<file path="config.mk">
export PLATFORM = sky130hd
export DESIGN_NAME = serial_add_ctrl
export DESIGN_NICKNAME = d
export VERILOG_FILES = /design/src/rtl/serial_add_pkg.sv /design/src/rtl/serial_add_ctrl_bit_add_cell.sv /design/src/rtl/serial_add_ctrl.sv
export SDC_FILE = /design/constraint.sdc
export NUM_CORES = 1
export LEC_CHECK = 0
export CAP_MARGIN = 10
export CORE_MARGIN = 2
export CORE_UTILIZATION = 46
export DETAILED_ROUTE_END_ITERATION = 7
export HOLD_SLACK_MARGIN = 0.08
export PLACE_DENSITY = 0.71
export SLEW_MARGIN = 20
export SYNTH_ARGS = -nofsm -noshare
export SYNTH_HDL_FRONTEND = slang
export SYNTH_SLANG_ARGS = --single-unit
</file>
<file path="constraint.sdc">
create_clock -name clk -period 3.15 [get_ports clk]
set_clock_uncertainty 0.15 [all_clocks]
set_input_delay 0.315 -clock clk [delete_from_list [all_inputs] [get_ports clk]]
set_output_delay 0.315 -clock clk [all_outputs]
set_load 0.02 [all_outputs]
</file>
<file path="src/rtl/serial_add_pkg.sv">
// Shared constants for the bit-serial adder controller: FSM state encoding and default width.
package serial_add_pkg;

    localparam int DEFAULT_WIDTH = 8;

    // 2'b11 is deliberately unused; the controller treats it as illegal and recovers to IDLE.
    typedef enum logic [1:0] {
        ST_IDLE = 2'b00,
        ST_RUN  = 2'b01,
        ST_DONE = 2'b10
    } state_t;

endpackage

</file>
<file path="src/rtl/serial_add_ctrl_bit_add_cell.sv">
// One-bit full adder assembled from two half-adder stages; the two stage carries are ORed.
module bit_add_cell (
    input  logic x,
    input  logic y,
    input  logic ci,
    output logic s,
    output logic co
);

    logic ha0_s;
    logic ha0_c;
    logic ha1_c;

    assign ha0_s = x ^ y;
    assign ha0_c = x & y;
    assign s     = ha0_s ^ ci;
    assign ha1_c = ha0_s & ci;
    assign co    = ha0_c | ha1_c;

endmodule

</file>
<file path="src/rtl/serial_add_ctrl.sv">
// Bit-serial adder controller: one shared add cell, LSB first, one bit per clock, start/done handshake.
// Optional subtract mode (extra 'sub' input) is enabled by defining SERIAL_ADD_SUB_EN.
module serial_add_ctrl
    import serial_add_pkg::*;
#(
    parameter  int WIDTH = DEFAULT_WIDTH,
    localparam int CNT_W = $clog2(WIDTH)
) (
    input  logic             clk,
    input  logic             rst_n,
    input  logic             start,
    input  logic [WIDTH-1:0] a,
    input  logic [WIDTH-1:0] b,
`ifdef SERIAL_ADD_SUB_EN
    input  logic             sub,
`endif
    output logic             busy,
    output logic             done,
    output logic [WIDTH-1:0] sum,
    output logic             carry
);

    localparam logic [CNT_W-1:0] CNT_LAST = CNT_W'(WIDTH - 1);

    state_t           state_q;
    logic [WIDTH-1:0] a_sh_q;
    logic [WIDTH-1:0] b_sh_q;
    logic [WIDTH-2:0] psum_q;
    logic [CNT_W-1:0] cnt_q;
    logic             cy_q;
    logic             busy_q;
    logic             done_q;
    logic [WIDTH-1:0] sum_q;
    logic             carry_q;

    logic             s_d;
    logic             cy_d;
    logic [WIDTH-1:0] psum_d;
    logic [WIDTH-1:0] b_load_d;
    logic             cy_init_d;

    bit_add_cell u_cell (
        .x  (a_sh_q[0]),
        .y  (b_sh_q[0]),
        .ci (cy_q),
        .s  (s_d),
        .co (cy_d)
    );

    // New bit enters at the MSB; after WIDTH shifts the full word is LSB-aligned.
    assign psum_d = {s_d, psum_q};

`ifdef SERIAL_ADD_SUB_EN
    assign b_load_d  = sub ? ~b : b;
    assign cy_init_d = sub;
`else
    assign b_load_d  = b;
    assign cy_init_d = 1'b0;
`endif

    always_ff @(posedge clk or negedge rst_n) begin
        if (!rst_n) begin
            state_q <= ST_IDLE;
            a_sh_q  <= '0;
            b_sh_q  <= '0;
            psum_q  <= '0;
            cnt_q   <= '0;
            cy_q    <= 1'b0;
            busy_q  <= 1'b0;
            done_q  <= 1'b0;
            sum_q   <= '0;
            carry_q <= 1'b0;
        end else begin
            done_q <= 1'b0;
            case (state_q)
                ST_IDLE: begin
                    if (start) begin
                        a_sh_q  <= a;
                        b_sh_q  <= b_load_d;
                        cy_q    <= cy_init_d;
                        cnt_q   <= '0;
                        psum_q  <= '0;
                        busy_q  <= 1'b1;
                        state_q <= ST_RUN;
                    end
                end
                ST_RUN: begin
                    a_sh_q <= a_sh_q >> 1;
                    b_sh_q <= b_sh_q >> 1;
                    cy_q   <= cy_d;
                    psum_q <= psum_d[WIDTH-1:1];
                    cnt_q  <= cnt_q + 1'b1;
                    if (cnt_q == CNT_LAST) begin
                        sum_q   <= psum_d;
                        carry_q <= cy_d;
                        busy_q  <= 1'b0;
                        done_q  <= 1'b1;
                        state_q <= ST_DONE;
                    end
                end
                ST_DONE: begin
                    state_q <= ST_IDLE;
                end
                default: begin
                    busy_q  <= 1'b0;
                    state_q <= ST_IDLE;
                end
            endcase
        end
    end

    assign busy  = busy_q;
    assign done  = done_q;
    assign sum   = sum_q;
    assign carry = carry_q;

endmodule
</file>
==> results.txt, run 1 <==
Status: complete, no violations
R2R depth: 4
Mean post-synth cell area: 12.7 um2
Dominant cell type by area after synthesis: dfrtp_1
Peak Freq: 0.555 GHz
Std cell rows: 21
Final Max Tran Viols: 0
CTS Hold Bufs: 1
Pwr Density: 986 nW/um2
Top-area cell type share of the netlist area: 0.595
Syn nets: 155
# H-tree levels: 2
CTS buffer count: 5
Clock Tree Buf Depth: 2
FF-to-FF setup slack: 1380 ps
Largest net degree at the start of global routing: 41
Ys async rst share: 1.00
First-pass GRT wire length: 5520 um
RSZ-0062 raised after global routing: no
Total global-route track usage: 0.179
Comb power frac: 0.391
DR iter-0 viols: 49
Crit path cell chain: clkdlybuf4s50_1
Post-Route WL: 3140 um
Unique masters post-synth: 25
Worst Hold Class: reg2reg
Final ANT Viol Nets: 0
Core area: 3420 um2
CTS tree: yes
Setup repair bufs after CTS: 0
EDFF count, synth: 0
Critical path class: reg2out
Clk slew on worst S/H paths: 120 ps
Vias in the first global route: 1,154
Worst-Skew Late Latency: 350 ps
Most common cell after layout, fill and taps aside: dfrtp_1
Top cells by area, synth: dfrtp_1 (59%), mux2_4 (7.1%), a22o_1 (5.7%)
Final period util: 0.572
Post-synth top flop: dfrtp_1
CP Data Arrival Time: 1340 ps
Starting Density: 0.493
CP Data Required Time: 2680 ps
FF-to-FF Start: cnt_q[0]$_DFFE_PN0P_
Post-Synthesis Cells: 133
Seq/Total Area, Yosys: 0.595
Leak pwr: 0.940 nW
Startpoint Class: flip-flop
Peak supply drop: 0.491 mV
ANT cells: 0
DP HPWL: 2170 um
Final hold vios: 0
Worst-Margin Slew: 852 ps
Crit path largest cell delay: 610 ps
Nature of the critical path endpoint: output pin
Initial antenna violation count: 0
Synth-to-layout area growth: 22.5%
Die ar.: 4160 um2
Clock Sinks: 40
Crit-path leading delay family: buffers and inverters
Finish-stage setup viols: 0
Worst rel slew slack: 0.432
Seq pwr share: 0.442
Worst Hold Depth: 1
Chip Height: 64.5 um
Post-synthesis register bit count: 40
Commonest non-fill, non-tap cells in the layout: dfrtp_1 (40), clkdlybuf4s50_1 (28), nor2_1 (12)
CTS root buffer: clkbuf_4
Grt ovf: 0
CP max FO: 3
DRC: 0
Synth Cell Area: 1680 um2
Hold Startpoint: psum_q[0]$_DFFE_PN0P_
TNS Setup: 0 ps
TritonRoute pass-1 iters: 4
Final Core Density: 0.603
Clk network pwr share: 0.166
Buffers plus inverters on the worst setup path: 1
CTS resizes: 0
Via count: 1,146
Final GP Congestion: 0.715
Fin crit period: 1800 ps
Pint: 1.34 mW
Synth Warn #: 0
Net Switching: 0.688 mW
Die Width: 64.5 um
Share of cells above drive strength 1: 0.154
Slowest library cell on the worst path: clkdlybuf4s50_1
Routed wire per std cell: 15.1 um
Switching share of power: 0.339
Total I/O pin count: 30
R2r endpoint: sum[0]$_DFFE_PN0P_
Max_cap viols: 0
Fin nets: 183
Number of fill cells: 286
I/O Buffers: 29
Hold EP: psum_q[0]$_DFFE_PN0P_
Via density per instance: 5.51
-- registers in the layout, summed over array words and instances, names as in the netlist --
| signal | count |
|---|---|
| carry | 1 |
| psum_q | 7 |
| state_q | 2 |
| done | 1 |
| sum | 8 |
| b_sh_q | 8 |
| a_sh_q | 8 |
| cy_q | 1 |
| cnt_q | 3 |
| busy | 1 |
-- power by group through the flow --
stage	sequential, mW	clock [mW]	combinational, mW
2_1_floorplan	0.931	0	0.530
3_3_place_gp	0.897	0	0.772
3_5_place_dp	0.910	0	0.801
4_1_cts	0.899	0.343	0.804
5_1_grt	0.932	0.382	0.872
6_report	0.899	0.338	0.794
-- cell usage after synthesis, types with 3 or more instances --
library cell and number:
mux2_4 8, nand2_1 3, inv_1 5, nor2_1 12, a22o_1 11, a21oi_1 11, o21ai_0 4, dfrtp_1 40
o22ai_1 10, buf_2 5, nand3b_1 4, o221a_2 4
-- worst register-to-register path, stage by stage (launching register included) --
cell     delay [ps]
dfrtp_1         420
ha_1            210
ha_1            220
nand2_2         280
mux2_2          390
-- metrics by stage --
| step | setup WS, ps | std cells | instance area (um2) | total power [mW] | hold slack [ps] |
|---|---|---|---|---|---|
| after detailed placement | 1110 | 199 | 1970 | 1.71 | 322 |
| after global routing | 1280 | 208 | 2060 | 2.19 | 383 |
| after CTS | 1330 | 208 | 2060 | 2.05 | 367 |
| final | 1350 | 208 | 2060 | 2.03 | 375 |
| after global placement | 1180 | 199 | 1970 | 1.67 | 315 |
| after floorplan | 1600 | 133 | 1680 | 1.46 | -131 |
-- kinds of logic (layout without fill, tap and decap cells) --
kind of cell,Yosys count,count (layout),share of synthesized area
AO/OA/AOI/OAI,43,43,0.182
adder cells (fa/ha/maj),3,3,0.0268
buffers and inverters,14,43,0.0439
flip-flops,40,40,0.595
multiplexers,9,9,0.0781
AND/OR/NAND/NOR,24,24,0.0743
-- worst max path at each step --
| stage | start | end | slack [ps] | cells past startpoint |
|---|---|---|---|---|
| floorplan | cnt_q[0]$_DFFE_PN0P_ | carry$_DFFE_PN0P_ | 1600 | 5 |
| global placement | start | psum_q[1]$_DFFE_PN0P_ | 1180 | 3 |
| detailed placement | start | psum_q[5]$_DFFE_PN0P_ | 1110 | 3 |
| CTS | busy$_DFFE_PN0P_ | busy | 1330 | 1 |
| global route | busy$_DFFE_PN0P_ | busy | 1280 | 1 |
| finish | busy$_DFFE_PN0P_ | busy | 1350 | 1 |
-- cell type report --
cell class	instances	area (um2)	area share
inverter	5	18.8	0.00911
clock buffer	5	37.5	0.0182
timing repair buffer	30	295	0.143
clock inverter	3	42.5	0.0206
multi-input combinational	79	608	0.295
sequential	40	1000	0.486
tap	46	57.6	0.0279
-- metal layers --
layer | wire, um | global-route usage | up-vias | part of all wire
met5 | 0 | 0 | - | 0
met4 | 26 | 0.0559 | 0 | 0.0083
met3 | 153 | 0.0677 | 4 | 0.049
met2 | 1530 | 0.273 | 34 | 0.49
met1 | 1430 | 0.237 | 569 | 0.46
li1 | - | - | 539 | -
(Power assumes the default switching activity.)
==> inputs of run 2 (changes only) <==
==> constraint.sdc (replaced) <==
create_clock -name clk -period 1.8 [get_ports clk]
set_clock_uncertainty 0.15 [all_clocks]
set_input_delay 0.18 -clock clk [delete_from_list [all_inputs] [get_ports clk]]
set_output_delay 0.18 -clock clk [all_outputs]
set_load 0.02 [all_outputs]
==> run 2 against run 1 <==
- final cell count grew 5.3%
- critical endpoint unchanged
- non-clock buffer count up 11
- register-to-register slack got worse by 1200 ps
- critical path depth unchanged
==> results.txt, run 2 (synthesized netlist as in run 1, its figures left out) <==
Total global-route track usage: 0.174
CTS root buffer: clkbuf_4
ANT cells: 0
Fin nets: 194
Status: complete, no violations
Die Width: 64.5 um
CP max FO: 3
Grt ovf: 0
FF-to-FF setup slack: 140 ps
Final ANT Viol Nets: 0
Worst Hold Class: in2async
Final Max Tran Viols: 0
Startpoint Class: flip-flop
Clk slew on worst S/H paths: 120 ps
Peak supply drop: 0.710 mV
Final period util: 0.924
Crit-path leading delay family: buffers and inverters
Nature of the critical path endpoint: output pin
RSZ-0062 raised after global routing: no
DRC: 0
Crit path largest cell delay: 610 ps
Leak pwr: 0.995 nW
Std cell rows: 21
Buffers plus inverters on the worst setup path: 1
Pwr Density: 1650 nW/um2
# H-tree levels: 2
Worst rel slew slack: 0.437
Fin crit period: 1660 ps
DP HPWL: 2300 um
Chip Height: 64.5 um
CTS buffer count: 5
Die ar.: 4160 um2
CP Data Arrival Time: 1330 ps
TritonRoute pass-1 iters: 6
Fin cells: 219
Max_cap viols: 0
Total I/O pin count: 30
DR iter-0 viols: 55
Core area: 3420 um2
Vias in the first global route: 1,248
DP Cell Count: 206
Crit path cell chain: clkdlybuf4s50_1
Final hold vios: 0
Via density per instance: 5.34
I/O Buffers: 29
Final GP Congestion: 0.701
First-pass GRT wire length: 5460 um
CP Data Required Time: 1470 ps
Clock Sinks: 40
Clock Tree Buf Depth: 2
Slowest library cell on the worst path: clkdlybuf4s50_1
Starting Density: 0.493
Finish-stage setup viols: 0
Synth-to-layout area growth: 27.0%
Initial antenna violation count: 0
Commonest non-fill, non-tap cells in the layout: dfrtp_1 (40), clkdlybuf4s50_1 (28), nor2_1 (12)
Worst-Margin Slew: 842 ps
Final Core Density: 0.626
Peak Freq: 0.601 GHz
Via count: 1,169
Routed wire per std cell: 14.7 um
Critical path class: reg2out
CTS tree: yes
Power Total: 3.53 mW
Share of cells above drive strength 1: 0.208
Most common cell after layout, fill and taps aside: dfrtp_1
Post-Route WL: 3210 um
Largest net degree at the start of global routing: 22
Worst-Skew Late Latency: 340 ps
==> run 2: cell types whose count changed in the layout (fill, tap and decap cells not counted) <==
cell,delta
nand2_4,+1
buf_4,+10
buf_12,+1
nand2_2,-1
clkinv_2,+1
bufinv_16,-1
clkinv_4,+1
clkinvlp_4,-1
==> run 2: cell type report <==
| class | count | area [um2] |
|---|---|---|
| timing repair buffer | 41 | 390 |
| tap | 46 | 57.6 |
| sequential | 40 | 1000 |
| clock inverter | 3 | 18.8 |
| inverter | 5 | 18.8 |
| clock buffer | 5 | 37.5 |
| multi-input combinational | 79 | 613 |
| fill | 278 | 1280 |
==> run 2: final timing paths <==
kind / cells past startpoint / start / to
max in group asynchronous: 3 / rst_n / b_sh_q[0]$_DFFE_PN0P_
min in group clk: 3 / b[7] / b_sh_q[7]$_DFFE_PN0P_
hold / removal: 2 / rst_n / sum[4]$_DFFE_PN0P_
hold reg to reg: 1 / psum_q[0]$_DFFE_PN0P_ / psum_q[0]$_DFFE_PN0P_
setup reg to reg: 4 / cnt_q[0]$_DFFE_PN0P_ / sum[0]$_DFFE_PN0P_
setup / recovery: 1 / busy$_DFFE_PN0P_ / busy
==> run 2: per-stage QoR <==
stage / setup TNS (ps) / area, um2 / setup slack, ps / hold WS [ps]
after floorplan: 0 / 1680 / 251 / -266
after global placement: 0 / 2040 / 74.2 / 3.80
after detailed placement: -0.390 / 2040 / -0.390 / 8.66
after CTS: 0 / 2100 / 43.9 / 156
after global routing: 0 / 2140 / 41.4 / 164
final: 0 / 2140 / 137 / 157
==> run 2: routing by layer <==
layer / global-route usage / share of wire / vias up
met1: 0.200 / 0.42 / 581
met5: 0 / 0 / -
met2: 0.309 / 0.53 / 27
li1: - / - / 556
met3: 0.0417 / 0.039 / 5
met4: 0.0718 / 0.013 / 0
==> run 2: power breakdown <==
part           internal, mW  switching (mW)
Combinational         0.857           0.676
Clock                 0.150           0.282
Sequential             1.30           0.265
Total                  2.30            1.22
==> run 2: what timing repair did <==
item	in CTS	in global routing
endpoints found under the hold margin	40	0
gates resized for setup	0	1
setup buffers	0	4
hold buffers	1	0
setup endpoints to repair	0	9
